**src/rtl/sdram_pkg.sv**
```systemverilog
// Shared constants and types for the two-requester SDRAM arbiter.
//   DATA_W / BE_W / ADDR_W : default Avalon-MM bus widths
//   req_id_t               : requester identifier (0 or 1), also the tag FIFO payload
//   arb_state_e            : arbiter FSM encoding
package sdram_pkg;

  localparam int unsigned DATA_W = 16;
  localparam int unsigned BE_W   = 2;
  localparam int unsigned ADDR_W = 32;

  typedef logic req_id_t;

  typedef enum logic {
    IDLE = 1'b0,
    OWN  = 1'b1
  } arb_state_e;

endpackage

```
**src/rtl/sdram_rd_tag_fifo.sv**
```systemverilog
// Tag FIFO holding the requester ID of every accepted read, in issue order.
// Ports:
//   clk, reset_n : clock, asynchronous active-low reset (empties the FIFO)
//   push, din    : enqueue a tag (ignored while full)
//   pop          : dequeue the head tag (ignored while empty)
//   dout         : head tag
//   full, empty  : occupancy flags
module sdram_rd_tag_fifo
  import sdram_pkg::*;
#(
  parameter int unsigned MAX_PEND = 4
) (
  input  logic    clk,
  input  logic    reset_n,
  input  logic    push,
  input  logic    pop,
  input  req_id_t din,
  output req_id_t dout,
  output logic    full,
  output logic    empty
);

  localparam int unsigned PtrW = $clog2(MAX_PEND);

  // Pointers carry one extra wrap bit to tell full from empty.
  logic [PtrW:0] wr_ptr_q, rd_ptr_q;
  req_id_t       mem_q [MAX_PEND];
  logic          do_push, do_pop;

  assign empty   = (wr_ptr_q == rd_ptr_q);
  assign full    = (wr_ptr_q[PtrW] != rd_ptr_q[PtrW]) &&
                   (wr_ptr_q[PtrW-1:0] == rd_ptr_q[PtrW-1:0]);
  assign do_push = push & ~full;
  assign do_pop  = pop & ~empty;
  assign dout    = mem_q[rd_ptr_q[PtrW-1:0]];

  always_ff @(posedge clk or negedge reset_n) begin
    if (!reset_n) begin
      wr_ptr_q <= '0;
      rd_ptr_q <= '0;
    end else begin
      if (do_push) wr_ptr_q <= wr_ptr_q + {{PtrW{1'b0}}, 1'b1};
      if (do_pop)  rd_ptr_q <= rd_ptr_q + {{PtrW{1'b0}}, 1'b1};
    end
  end

  always_ff @(posedge clk) begin
    if (do_push) mem_q[wr_ptr_q[PtrW-1:0]] <= din;
  end

endmodule

```
**src/rtl/sdram_arbiter.sv**
```systemverilog
// Round-robin arbiter sharing one Avalon-MM SDRAM master port between two requesters.
// One accepted transfer per grant; read returns are steered back by a tag FIFO.
// Ports:
//   clk, reset_n          : clock, asynchronous active-low reset
//   rN_*  (N = 0, 1)      : requester-side Avalon-MM slave (cmd in, waitrequest/readdata out)
//   chipselect..writedata : command to the SDRAM controller
//   waitrequest, readdatavalid, readdata : SDRAM controller response
//   rd_orphan             : sticky, set when a beat returns with no read outstanding
module sdram_arbiter #(
  parameter int unsigned ADDR_W   = sdram_pkg::ADDR_W,
  parameter int unsigned DATA_W   = sdram_pkg::DATA_W,
  parameter int unsigned BE_W     = sdram_pkg::BE_W,
  parameter int unsigned MAX_PEND = 4
) (
  input  logic              clk,
  input  logic              reset_n,
  input  logic              r0_chipselect,
  input  logic              r0_read_n,
  input  logic              r0_write_n,
  input  logic [ADDR_W-1:0] r0_address,
  input  logic [BE_W-1:0]   r0_byteenable,
  input  logic [DATA_W-1:0] r0_writedata,
  output logic              r0_waitrequest,
  output logic              r0_readdatavalid,
  output logic [DATA_W-1:0] r0_readdata,
  input  logic              r1_chipselect,
  input  logic              r1_read_n,
  input  logic              r1_write_n,
  input  logic [ADDR_W-1:0] r1_address,
  input  logic [BE_W-1:0]   r1_byteenable,
  input  logic [DATA_W-1:0] r1_writedata,
  output logic              r1_waitrequest,
  output logic              r1_readdatavalid,
  output logic [DATA_W-1:0] r1_readdata,
  output logic              chipselect,
  output logic              read_n,
  output logic              write_n,
  output logic [ADDR_W-1:0] address,
  output logic [BE_W-1:0]   byteenable,
  output logic [DATA_W-1:0] writedata,
  input  logic              waitrequest,
  input  logic              readdatavalid,
  input  logic [DATA_W-1:0] readdata,
  output logic              rd_orphan
);

  import sdram_pkg::*;

  arb_state_e state_q, state_d;
  req_id_t    owner_q, owner_d;
  req_id_t    rr_ptr_q, rr_ptr_d;
  logic       orphan_q;

  logic [1:0]        req;
  logic              own_cs, own_read_n, own_write_n;
  logic [ADDR_W-1:0] own_address;
  logic [BE_W-1:0]   own_byteenable;
  logic [DATA_W-1:0] own_writedata;
  logic              own_req, own_is_rd, in_own, blocked, accept, own_wait;
  logic              fifo_full, fifo_empty, fifo_pop;
  req_id_t           tag_head;

  assign req[0] = r0_chipselect & (~r0_read_n | ~r0_write_n);
  assign req[1] = r1_chipselect & (~r1_read_n | ~r1_write_n);

  assign own_cs         = owner_q ? r1_chipselect : r0_chipselect;
  assign own_read_n     = owner_q ? r1_read_n     : r0_read_n;
  assign own_write_n    = owner_q ? r1_write_n    : r0_write_n;
  assign own_address    = owner_q ? r1_address    : r0_address;
  assign own_byteenable = owner_q ? r1_byteenable : r0_byteenable;
  assign own_writedata  = owner_q ? r1_writedata  : r0_writedata;

  assign in_own    = (state_q == OWN);
  assign own_req   = req[owner_q];
  // A write strobe wins over a simultaneous read strobe.
  assign own_is_rd = own_cs & ~own_read_n & own_write_n;
  // Stall a read that would overflow the tag FIFO.
  assign blocked   = in_own & own_is_rd & fifo_full;
  assign accept    = in_own & own_req & ~waitrequest & ~blocked;
  assign own_wait  = blocked | waitrequest;

  always_comb begin
    chipselect     = 1'b0;
    read_n         = 1'b1;
    write_n        = 1'b1;
    address        = '0;
    byteenable     = '0;
    writedata      = '0;
    r0_waitrequest = 1'b1;
    r1_waitrequest = 1'b1;
    if (in_own) begin
      chipselect = own_cs & ~blocked;
      read_n     = own_read_n | ~own_write_n | blocked;
      write_n    = own_write_n;
      address    = own_address;
      byteenable = own_byteenable;
      writedata  = own_writedata;
      if (owner_q) r1_waitrequest = own_wait;
      else         r0_waitrequest = own_wait;
    end
  end

  always_comb begin
    state_d  = state_q;
    owner_d  = owner_q;
    rr_ptr_d = rr_ptr_q;
    unique case (state_q)
      IDLE: begin
        if (|req) begin
          state_d = OWN;
          owner_d = req[rr_ptr_q] ? rr_ptr_q : ~rr_ptr_q;
        end
      end
      OWN: begin
        if (accept) begin
          rr_ptr_d = ~owner_q;
          if (req[~owner_q])     owner_d = ~owner_q;
          else if (!own_req)     state_d = IDLE;
        end else if (!own_req) begin
          // Request withdrawn before acceptance: give the port back.
          state_d = IDLE;
        end
      end
      default: state_d = IDLE;
    endcase
  end

  always_ff @(posedge clk or negedge reset_n) begin
    if (!reset_n) begin
      state_q  <= IDLE;
      owner_q  <= 1'b0;
      rr_ptr_q <= 1'b0;
      orphan_q <= 1'b0;
    end else begin
      state_q  <= state_d;
      owner_q  <= owner_d;
      rr_ptr_q <= rr_ptr_d;
      orphan_q <= orphan_q | (readdatavalid & fifo_empty);
    end
  end

  assign fifo_pop = readdatavalid & ~fifo_empty;

  sdram_rd_tag_fifo #(
    .MAX_PEND (MAX_PEND)
  ) u_tag_fifo (
    .clk     (clk),
    .reset_n (reset_n),
    .push    (accept & own_is_rd),
    .pop     (fifo_pop),
    .din     (owner_q),
    .dout    (tag_head),
    .full    (fifo_full),
    .empty   (fifo_empty)
  );

  assign r0_readdatavalid = fifo_pop & (tag_head == 1'b0);
  assign r1_readdatavalid = fifo_pop & (tag_head == 1'b1);
  assign r0_readdata      = readdata;
  assign r1_readdata      = readdata;
  assign rd_orphan        = orphan_q;

endmodule
```
**config.mk**
```make
export PLATFORM = sky130hd
export DESIGN_NAME = sdram_arbiter
export DESIGN_NICKNAME = d
export VERILOG_FILES = /design/src/rtl/sdram_pkg.sv /design/src/rtl/sdram_rd_tag_fifo.sv /design/src/rtl/sdram_arbiter.sv
export SDC_FILE = /design/constraint.sdc
export NUM_CORES = 1
export LEC_CHECK = 0
export BUFFER_PORTS_ARGS = -buffer_cell sky130_fd_sc_hd__buf_2
export CAP_MARGIN = 0
export CORE_ASPECT_RATIO = 0.9
export CORE_MARGIN = 2
export CORE_UTILIZATION = 30
export DETAILED_ROUTE_END_ITERATION = 8
export PLACE_DENSITY = 0.8
export SKIP_LAST_GASP = 1
export SYNTH_ARGS = -nofsm -noshare
export SYNTH_HDL_FRONTEND = slang
export SYNTH_HIERARCHICAL = 1
export SYNTH_SLANG_ARGS = --single-unit
```
**constraint.sdc**
```tcl
create_clock -name clk -period 3.1 [get_ports clk]
set_input_delay 0.155 -clock clk [delete_from_list [all_inputs] [get_ports clk]]
set_output_delay 0.155 -clock clk [all_outputs]
set_load 0.01 [all_outputs]
```
Word level (Yosys, flattened, before mapping)
Memory sizes are Yosys's and may differ from the RTL's. Cells that the tools add are included.

$add $sub $neg: 2. $lt $le $gt $ge: 3. Eq/ne operators: 6. Mux-type cells: 34. Bitwise logic cells: 37. Reduce and logical (&&, ||, !) cells: 4.

Operators with widths (number): $mux 32 (2); $mux 16 (2); $mux 1 (26); $and 1x1->1 (17); $not 1->1 (14); $add 3x1->3 const B (2); $lt 1x2->1 const B (3); $or 1x1->1 (6); $mux 2 (2); $ne 2x1->1 const B (2); $pmux 1 s2 (2); $eq 3x3->1 (1); $reduce_and 3->1 (1); $eq 2x2->1 (1); $ne 2x2->1 const B (1); $reduce_and 2->1 (1); $reduce_or 2->1 (1); $logic_and 1x1->1 (1); $ne 1x1->1 (1).

Register bits after elaboration: 10. RAM bits: 4. Memories: 1.

Memory list: u_tag_fifo.mem_q (depth 4, bits a word 1, rd ports 1, clocked after memory_dff 0, wr ports 1, RTL line sdram_rd_tag_fifo.sv:27) `req_id_t mem_q [MAX_PEND];`.

Depth between registers and ports, before layout
Gate-level depths: netlist of the first run.

Word-level depth: 12. Mapped depth: 8.

Modules after synthesis
Netlist of the first run, hierarchy kept.

Modules (own cells, without submodules): sdram_arbiter (instances 1, cells an instance 189, area each 1461.4 um2); sdram_rd_tag_fifo (instances 1, cells an instance 54, area each 621.8 um2).

Least setup slack after synthesis of the first run
OpenSTA, ideal clock, no wires.

Kind: register to register. Start: register u_tag_fifo.rd_ptr_q[1]. End: memory u_tag_fifo/mem_q[3] (netlist name), enable pin. Data arrival time: 1.587 ns. Required time: 2.785 ns. Path slack: 1.198 ns. Stages on the path, launching flop included: 8. Path through: dfrtp_1 -> clkbuf_2 -> xnor2_1 -> nand3_2 -> inv_1 -> nor3_1 -> nand2_1 -> a31oi_2.

Cells in the longest elaborated chain, start to end: 9.

Ends and longest elaborated chain: start, declared (RTL line sdram_rd_tag_fifo.sv:26) `logic [PtrW:0] wr_ptr_q, rd_ptr_q;`; start signal, assigned (RTL line sdram_rd_tag_fifo.sv:43) `if (do_pop) rd_ptr_q <= rd_ptr_q + {{PtrW{1'b0}}, 1'b1};`; $eq 2x2->1 * (RTL line sdram_rd_tag_fifo.sv:32) `(wr_ptr_q[PtrW-1:0] == rd_ptr_q[PtrW-1:0]);`; $logic_and 1x1->1 * (RTL line sdram_rd_tag_fifo.sv:31) `assign full = (wr_ptr_q[PtrW] != rd_ptr_q[PtrW]) &&`; via fifo_full (RTL line sdram_arbiter.sv:60) `logic fifo_full, fifo_empty, fifo_pop;`; $and 1x1->1 (RTL line sdram_arbiter.sv:78) `assign blocked = in_own & own_is_rd & fifo_full;`; $not 1->1 (RTL line sdram_arbiter.sv:79) `assign accept = in_own & own_req & ~waitrequest & ~blocked;`; $and 1x1->1 (RTL line sdram_arbiter.sv:79); $and 1x1->1 (RTL line sdram_arbiter.sv:149) `.push (accept & own_is_rd),`; $and 1x1->1 * (RTL line sdram_rd_tag_fifo.sv:33) `assign do_push = push & ~full;`; $mux 1 * (RTL line sdram_rd_tag_fifo.sv:48) `if (do_push) mem_q[wr_ptr_q[PtrW-1:0]] <= din;`; $mux 1 (implied by the code) * (RTL line sdram_rd_tag_fifo.sv:48); end, declared (RTL line sdram_rd_tag_fifo.sv:27).

Mark *: on every way through the listed nets, which the timed path passes. The rest lies on a longest branch.

Worst setup path after layout of the first run
Start: register u_tag_fifo.wr_ptr_q[0]. End: output r0_waitrequest.

Cells in the longest elaborated chain, start to end: 6.

Ends and longest elaborated chain: start, declared (RTL line sdram_rd_tag_fifo.sv:26); start signal, assigned (RTL line sdram_rd_tag_fifo.sv:42) `if (do_push) wr_ptr_q <= wr_ptr_q + {{PtrW{1'b0}}, 1'b1};`; $eq 2x2->1 (RTL line sdram_rd_tag_fifo.sv:32); $logic_and 1x1->1 (RTL line sdram_rd_tag_fifo.sv:31); via fifo_full (RTL line sdram_arbiter.sv:60); $and 1x1->1 (RTL line sdram_arbiter.sv:78); $or 1x1->1 (RTL line sdram_arbiter.sv:80) `assign own_wait = blocked | waitrequest;`; $mux 1 (RTL line sdram_arbiter.sv:98) `if (owner_q) r1_waitrequest = own_wait;`; $mux 1 (RTL line sdram_arbiter.sv:91) `if (in_own) begin`; end, declared (RTL line sdram_arbiter.sv:23) `output logic r0_waitrequest,`.

The timed path passes the listed nets, and every way through them passes these cells.

==> reports/metrics.cfg, run 1 <==
[logic_synthesis]
synth-edff-count = 4
ys_seq_elements = 14
synth_top_area_frac = 0.2450
synth.distinct_cells = 38
yosysMostFrequentCell = nor2b_1
synth_area_um2 = 2083
synth_top_flop_cell = dfrtp_1
ys_warn_count = 6
synthCells = 243
ys_seq_area_frac = 0.1778
synth_nets = 374
ys_top_cells_by_count = 53 x nor2b_1, 51 x mux2i_1, 33 x buf_4, 10 x dfrtp_1, 8 x a21oi_1
async_reset_ff_frac = 0.7143
yosys-top-cells-area = mux2i_1 25%, nor2b_1 16%, dfrtp_1 12%, buf_4 12%, edfxtp_1 5.8%
yosysTopAreaCell = mux2i_1
avgSynthCellArea_um2 = 8.573

[setup_path]
critPathSlowestCell = xnor2_1
required_ns = 2.94
critPathLaunchType = register
worstReg2RegStart = u_tag_fifo/wr_ptr_q[0]
path_cells = xnor2_1 -> nand3_2 -> inv_1 -> o21a_1 -> nor2_1 -> nand2_1 -> buf_2
cpPeakStageDelay_ns = 0.50
worstSetupStartpoint = u_tag_fifo/wr_ptr_q[0]
rr_worst_depth = 6
cp-end-kind = output port
cp_max_fo = 6
crit_arrival_ns = 2.09
critPathKind = reg -> out

[sta]
report.final.slew_viol_count = 0
setup_viol = 0
finalClockSkew_ns = 0.003820
finalCritPeriodShare = 0.7248
rsz0062_at_grt = false
worst_pin_slew_ns = 0.8675
hold_viol = 0
fin_crit_ns = 2.247
final.setup.tns_ns = 0
hold_slack_ns = 0.1217
max_freq_mhz = 445.1
slew_headroom = 0.4217

[min_path]
hold_depth = 2
hp-class = in -> reg
min_from = readdatavalid

[route]
ant_nets = 0
wirelength_met1_mm = 2.538
maxUsedRoutingLayer = met4
routed-wl-met3_um = 537
drtIter0Drc = 41
wirelength_mm = 6.699
drc_errors = 0
met2_length_mm = 3.478
vias = 2147
via_per_inst = 4.657
routedWlPerCell_um = 14.53
firstDrtPassIters = 4

[power]
leakagePower_nw = 1.571
power_frac_comb = 0.711
vdd_drop_max_uv = 189.9
powerDensity_nw_per_um2 = 586.0
switching_share = 0.4692
internal-power_uw = 870.2
power.switching_uw = 769.2
sequentialPowerShare = 0.195
p_clk_frac = 0.094

[die]
fp.dieArea_um2 = 7628
start_util = 0.3130
dieHeight_um = 83.06
core_region_area_um2 = 6656
io_pins = 216
rows = 28
fp.dieW_um = 91.84

[global_routing]
track_usage = 0.1642
grt_pass1_vias = 2043
overflow = 0
antenna_found_initial = 0
grt_pass1_wl_mm = 10.13
grt_max_degree = 58

[clocking]
cts_root_buffer = clkbuf_8
cts_sinks = 14
cts_setup_buffers = 0
cts.path.max_buffers = 2
cts_tree = done
cts_hold_buf = 1
clock_latency_ns = 0.24
htreeDepth = 1
clkTransAtPathRegs_ns = 0.06
post_cts_resize_count = 0
cts_made_buffers = 3

[status]
status = finished, final reports clean

[flow_run]
drv_cap = 0

[layout]
area_delta_synth_final_pct = 34.29
fin_nets = 503
antennaDiodeCount = 0
final_area_um2 = 2798
drive_above_1_share = 0.4825

[placement]
hpwl_mm = 5.648
place.gp.congestion = 0.9141
place_area_um2 = 2743
io_buffers = 167

## kinds of logic (layout without fill, tap and decap cells)
group | after synthesis | after routing | synth area share
buffers and inverters | 52 | 180 | 0.1574
AO/OA/AOI/OAI | 27 | 27 | 0.09009
flip-flops | 14 | 14 | 0.1778
AND/OR/NAND/NOR | 83 | 83 | 0.2402
XOR/XNOR | 9 | 9 | 0.04144
multiplexers | 53 | 53 | 0.2631
adder cells (fa/ha/maj) | 5 | 5 | 0.03003
## critical path, delay by kind of cell (launching register included)
kind | cells | cell delay [ns]
simple gates | 3 | 0.36
compound gates | 1 | 0.19
flops | 1 | 0.46
buf+inv | 2 | 0.33
xor+xnor | 1 | 0.50
## through the flow
step	worst slack, ns	util	instances	power (mW)
after detailed placement	0.9294	0.4120	456	1.498
final	0.8531	0.4203	461	1.639
after floorplan	1.198	-	243	1.191
after global routing	0.6849	0.4203	461	1.788
after global placement	0.9922	0.4120	456	1.478
after CTS	0.8466	0.4203	461	1.660
## final timing paths
path                            slack (ns)                  end
worst max-delay path                  0.85       r0_waitrequest
max in group asynchronous             2.57              owner_q
worst min-delay path                  0.12            rd_orphan
worst max register to register        0.89  u_tag_fifo/mem_q[3]
min in group asynchronous             0.31            rd_orphan
worst min register to register        0.46            rd_orphan
## power by group through the flow
stage	registers [mW]	logic [mW]	clock network [mW]
2_1_floorplan	0.300	0.891	0
3_3_place_gp	0.318	1.16	0
3_5_place_dp	0.324	1.17	0
4_1_cts	0.320	1.18	0.160
5_1_grt	0.330	1.29	0.171
6_report	0.320	1.17	0.154
## final cells by class
class | instances | area (µm²)
inverter | 6 | 22.52
clock inverter | 1 | 3.754
timing repair buffer | 170 | 860.8
tap | 90 | 112.6
sequential | 14 | 371.6
clock buffer | 3 | 41.29
fill | 693 | 3859
multi-input combinational | 177 | 1385
## layout by cell type, fill, tap and decap left out, types with 5 or more instances in the layout
cell,n
nand2b_1,5
dfrtp_1,9
a21oi_1,8
mux2i_1,51
ha_1,5
xnor2_1,5
buf_2,167
nand2_1,6
nor2b_1,53
inv_1,6
## sequential cells by signal, summed over array words and instances (netlist names)
signal,flops
u_tag_fifo/mem_q,4
u_tag_fifo/wr_ptr_q,3
rd_orphan,1
rr_ptr_q,1
in_own,1
owner_q,1
u_tag_fifo/rd_ptr_q,3
## metal layers
metal / global-route usage / up-vias
li1: - / 1054
met1: 0.1811 / 966
met2: 0.3048 / 121
met3: 0.03902 / 6
met4: 0.05699 / 0
met5: 0 / -
Note: power is estimated with default switching activity, not from simulation.
==> run 2: changes to the inputs <==
--- a/config.mk
+++ b/config.mk
@@ -5,12 +5,12 @@
 export SDC_FILE = /design/constraint.sdc
 export NUM_CORES = 1
 export LEC_CHECK = 0
+export ABC_AREA = 1
 export BUFFER_PORTS_ARGS = -buffer_cell sky130_fd_sc_hd__buf_2
 export CAP_MARGIN = 0
-export CORE_ASPECT_RATIO = 0.9
-export CORE_MARGIN = 2
-export CORE_UTILIZATION = 30
+export CORE_AREA = 2 2 84 86
 export DETAILED_ROUTE_END_ITERATION = 8
+export DIE_AREA = 0 0 86 88
 export PLACE_DENSITY = 0.8
 export SKIP_LAST_GASP = 1
 export SYNTH_ARGS = -nofsm -noshare
==> constraint.sdc (replaced) <==
create_clock -name clk -period 2 [get_ports clk]
set_input_delay 0.1 -clock clk [delete_from_list [all_inputs] [get_ports clk]]
set_output_delay 0.1 -clock clk [all_outputs]
set_load 0.01 [all_outputs]
==> run 2 against run 1 <==
Count of clock-buffer cells in the layout did not move. Die area fell by 0.78%. Clock power rose by 51%. Synthesized area fell by 18%. Clock skew rose by 0.0037 ns. Global-route usage rose by 0.22 points. Critical endpoint is now u_tag_fifo/mem_q[0].
==> reports/metrics.cfg, run 2 <==
[status]
status = finished, final reports clean

[setup_path]
cp_max_fo = 6
required_ns = 1.96
cp-end-kind = register
crit_arrival_ns = 1.85
ff2ff_setup_slack_ns = 0.11
worstSetupStartpoint = u_tag_fifo/rd_ptr_q[1]
critPathLaunchType = register
critPathKind = reg -> reg
worstReg2RegStart = u_tag_fifo/rd_ptr_q[1]

[clocking]
cts_sinks = 14
cts_tree = done
cts_root_buffer = clkbuf_8
htreeDepth = 1
clkTransAtPathRegs_ns = 0.06
cts_made_buffers = 3
clock_latency_ns = 0.25
cts.path.max_buffers = 2

[logic_synthesis]
ys_top_cells_by_count = 50 x a22o_1, 41 x nand2_1, 32 x buf_4, 19 x inv_1
yosys-top-cells-area = a22o_1 26%, dfrtp_1 15%, buf_4 14%, nand2_1 9.0%, edfxtp_1 7.0%
synth-edff-count = 4
synth.distinct_cells = 33
synth_top_flop_cell = dfrtp_1
synth_nets = 354
synth_top_area_frac = 0.2555
ys_warn_count = 6
avgSynthCellArea_um2 = 7.687
async_reset_ff_frac = 0.7143
ys_seq_area_frac = 0.2161
synth_area_um2 = 1714
ys_seq_elements = 14
yosysMostFrequentCell = a22o_1
synthCells = 223
yosysTopAreaCell = a22o_1

[die]
io_pins = 216
core_region_area_um2 = 6644
rows = 30
dieHeight_um = 88
fp.dieArea_um2 = 7568
start_util = 0.2580
fp.dieW_um = 86

[layout]
drive_above_1_share = 0.5460
fin_nets = 491
final_common_cell = buf_2
seq_area_um2 = 370.4
largest_reg_flops = 4
area_delta_synth_final_pct = 46.06
fill_cells = 715
multi_input_area_um2 = 977.2
mostFrequentLayoutCells = 167 x buf_2, 50 x a22o_1, 41 x nand2_1, 19 x inv_1
final_util = 0.3768

[route]
vias = 2044
ant_nets = 0
via_per_inst = 4.645
drtIter0Drc = 91
drc_errors = 0
firstDrtPassIters = 6
wirelength_mm = 6.927
routedWlPerCell_um = 15.74

[sta]
setup_viol = 0
fin_crit_ns = 1.890
finalCritPeriodShare = 0.9450
max_freq_mhz = 529.1
report.final.slew_viol_count = 0
final.setup.tns_ns = 0
worst_pin_slew_ns = 0.2812
finalClockSkew_ns = 0.007503
hold_viol = 0
hold_slack_ns = 0.07617
slew_headroom = 0.8119

[min_path]
min_from = readdatavalid
hp-class = in -> reg

[global_routing]
grt_pass1_vias = 1868
overflow = 0
grt_pass1_wl_mm = 9.597
grt_max_degree = 54
antenna_found_initial = 1
track_usage = 0.1664

[power]
powerDensity_nw_per_um2 = 1148
leakagePower_nw = 1.488
vdd_drop_max_uv = 437.6

[placement]
place.gp.congestion = 0.8240
hpwl_mm = 5.869
io_buffers = 167

[flow_run]
drv_cap = 0

run 2: cell types whose count changed in the layout (fill, tap and decap cells not counted), sizes merged, moves of 6 or more:
cell,before,now
nor2b,53,0
mux2i,51,0
a21oi,8,2
nand2,6,48
inv,6,22
nand3,4,13
a22o,0,50
run 2: logic make-up after synthesis:
group / count (synthesis) / synth area share
AND/OR/NAND/NOR: 75 / 0.2124
adder cells (fa/ha/maj): 5 / 0.03650
buffers and inverters: 65 / 0.2234
flip-flops: 14 / 0.2161
AO/OA/AOI/OAI: 62 / 0.2971
XOR/XNOR: 2 / 0.01460
run 2: metrics by stage:
step	instance area (µm²)	worst slack [ns]	instances	power, mW
2_1_floorplan	1714	0.08098	223	1.909
3_3_place_gp	2412	0.1734	431	2.558
3_5_place_dp	2412	0.09310	431	2.609
4_1_cts	2467	0.05899	436	2.860
5_1_grt	2501	-0.06654	439	3.128
6_report	2504	0.1101	440	2.875
run 2: final cells by class:
| cell class | count | share of cell area |
|---|---|---|
| Multi-Input combinational cell | 144 | 0.3903 |
| Timing Repair Buffer | 175 | 0.3688 |
| Sequential cell | 14 | 0.1479 |
| Tap cell | 80 | 0.03998 |
| Inverter | 22 | 0.03398 |
| Clock buffer | 3 | 0.01649 |
| Clock inverter | 1 | 0.001499 |
| Antenna cell | 1 | 0.0009995 |
run 2: worst paths after layout:
path                                       end  depth (start not counted)
setup / recovery           u_tag_fifo/mem_q[0]                         11
hold / removal                       rd_orphan                          2
setup reg to reg           u_tag_fifo/mem_q[0]                         11
hold reg to reg                      rd_orphan                          1
max in group asynchronous              owner_q                          2
min in group asynchronous            rd_orphan                          2
run 2: what timing repair did:
item | 4_1_cts | 5_1_grt
gates resized for setup | 0 | 2
endpoints found under the setup margin | 0 | 6
setup buffers | 0 | 3
hold buffers | 1 | 0
hold endpoints to repair | 10 | 0
run 2: per-layer routing:
layer	track usage	wire (µm)
met1	0.1907	2623
met2	0.2664	3299
met3	0.1074	982
met4	0.02742	23
met5	0	0
run 2: critical path: stages, from the launching register on:
cell	delay, ns
dfrtp_1	0.43
inv_1	0.08
nand2_1	0.07
nand2_1	0.11
nand3_4	0.15
inv_1	0.09
nand3_2	0.11
nand2_2	0.10
nor3_2	0.14
buf_4	0.16
nand2_4	0.06
nor2_1	0.10
run 2: power breakdown:
group	switching [mW]	internal [mW]
logic	1.21	0.933
registers	0.116	0.386
clock network	0.0963	0.136
==> run 3: changes to the inputs <==
--- a/config.mk
+++ b/config.mk
@@ -5,13 +5,14 @@
 export SDC_FILE = /design/constraint.sdc
 export NUM_CORES = 1
 export LEC_CHECK = 0
-export ABC_AREA = 1
+export ABC_AREA = 0
 export BUFFER_PORTS_ARGS = -buffer_cell sky130_fd_sc_hd__buf_2
 export CAP_MARGIN = 0
-export CORE_AREA = 2 2 84 86
+export CORE_ASPECT_RATIO = 0.9
+export CORE_MARGIN = 2
+export CORE_UTILIZATION = 30
 export DETAILED_ROUTE_END_ITERATION = 8
-export DIE_AREA = 0 0 86 88
-export PLACE_DENSITY = 0.8
+export PLACE_DENSITY = 0.83
 export SKIP_LAST_GASP = 1
 export SYNTH_ARGS = -nofsm -noshare
 export SYNTH_HDL_FRONTEND = slang
==> run 3 against run 2 <==
Wire length fell by 5.4%. First-iteration DRC count shrank 59%. Critical path depth decreased by 6. Sequential share of layout area is 1.8 points lower. Global-route usage about the same. Cell count is 6.4% higher. Clock skew is 0.0021 ns lower. Fmax down 0.75%. Sequential cell count unchanged. Critical path type is now reg -> out.
==> reports/metrics.cfg, run 3 (synthesis gave the netlist of run 1 again) <==
[status]
status = finished, final reports clean

[clocking]
cts_tree = done
cts_made_buffers = 3
cts_sinks = 14
cts_root_buffer = clkbuf_8
htreeDepth = 1
clkTransAtPathRegs_ns = 0.06
clock_latency_ns = 0.26
cts.path.max_buffers = 2

[global_routing]
grt_max_degree = 58
track_usage = 0.1662
grt_pass1_wl_mm = 10.49
antenna_found_initial = 0
overflow = 0
grt_pass1_vias = 2149

[layout]
seq_area_um2 = 374.1
final_util = 0.4329
fin_nets = 510
final_area_um2 = 2882
fill_cells = 661
final_common_cell = buf_2
mostFrequentLayoutCells = 167 x buf_2, 52 x nor2b_1, 51 x mux2i_1, 8 x a21oi_1
multi_input_area_um2 = 1406
drive_above_1_share = 0.5026
area_delta_synth_final_pct = 38.32
largest_reg_flops = 4
antennaDiodeCount = 0
fin_cells = 468

[sta]
fin_crit_ns = 1.904
final.setup.tns_ns = 0
rsz0062_at_grt = true
finalClockSkew_ns = 0.005398
worst_pin_slew_ns = 0.4221
hold_slack_ns = 0.07212
setup_ws_ns = 0.09582
hold_viol = 0
report.final.slew_viol_count = 0
finalCritPeriodShare = 0.9521
setup_viol = 0
slew_headroom = 0.7176
max_freq_mhz = 525.2

[setup_path]
r2r-end = u_tag_fifo/mem_q[3]
cp-end-kind = output port
rr_worst_depth = 7
ff2ff_setup_slack_ns = 0.12
endpoint = r0_readdatavalid
path_cells = xor2_1 -> nor3_1 -> nor2b_2 -> nor2b_1 -> buf_2
required_ns = 1.90
worstReg2RegStart = u_tag_fifo/wr_ptr_q[1]
cp_max_fo = 6
critPathLaunchType = register
cpPeakStageDelay_ns = 0.48
crit_arrival_ns = 1.80
critPathKind = reg -> out
critPathSlowestCell = dfrtp_1
worstSetupStartpoint = u_tag_fifo/wr_ptr_q[0]

[die]
core_region_area_um2 = 6656
fp.dieArea_um2 = 7628
dieHeight_um = 83.06
io_pins = 216
start_util = 0.3130
rows = 28
fp.dieW_um = 91.84

[route]
via_per_inst = 4.637
wirelength_mm = 6.553
drc_errors = 0
ant_nets = 0
drtIter0Drc = 37
firstDrtPassIters = 4
vias = 2170
routedWlPerCell_um = 14.00

[power]
power_mw = 2.734
leakagePower_nw = 1.612
vdd_drop_max_uv = 331.9
powerDensity_nw_per_um2 = 948.6

[placement]
hpwl_mm = 5.409
place_area_um2 = 2780
place.gp.congestion = 0.8141
pre_cts_ws_ns = 0.1366
io_buffers = 167
placed_cells = 461

[min_path]
hp-class = in -> reg

[flow_run]
drv_cap = 0

[run 3: routing by layer]
layer  track usage  vias to the layer above  wire (µm)
met5             0                        -          0
met1        0.1835                      968       2443
met2        0.3041                      120       3437
li1              -                     1073          -
met4       0.06106                        0        121
met3       0.04265                        9        551
[run 3: what timing repair did]
action                                  CTS  global route
hold buffers                              1             0
resized for setup                         1             6
pin swaps                                 0             1
endpoints found under the hold margin    10             0
buffers inserted                          0             2
endpoints found under the setup margin    1             5
[run 3: final cells by class]
type | instances | area share
multi-input cells | 177 | 0.4881
repair buffers | 177 | 0.3196
flip-flops and latches | 14 | 0.1298
well taps | 90 | 0.03908
clock buffers | 3 | 0.01433
inverters | 6 | 0.007816
clock inverters | 1 | 0.001303
[run 3: worst min path at each step]
stage	to	slack [ns]	start	cells past startpoint
2_1_floorplan	in_own	-0.20	reset_n	0
3_5_place_dp	rd_orphan	-0.02	reset_n	1
5_1_grt	rd_orphan	0.09	readdatavalid	2
4_1_cts	rd_orphan	0.06	readdatavalid	2
6_report	rd_orphan	0.07	readdatavalid	2
3_3_place_gp	rd_orphan	-0.02	reset_n	1
[run 3: worst max-delay path, delay by kind of cell, from the launching register on]
family                    cells  cell delay (ns)
and+or+nand+nor               3             0.53
DFF                           1             0.48
buffers and inverters         1             0.13
xor gates and xnor gates      1             0.40
[run 3: power breakdown]
| group | switching [mW] | internal, mW |
|---|---|---|
| Clock | 0.109 | 0.137 |
| Sequential | 0.127 | 0.377 |
| Combinational | 1.03 | 0.952 |
| Total | 1.27 | 1.47 |
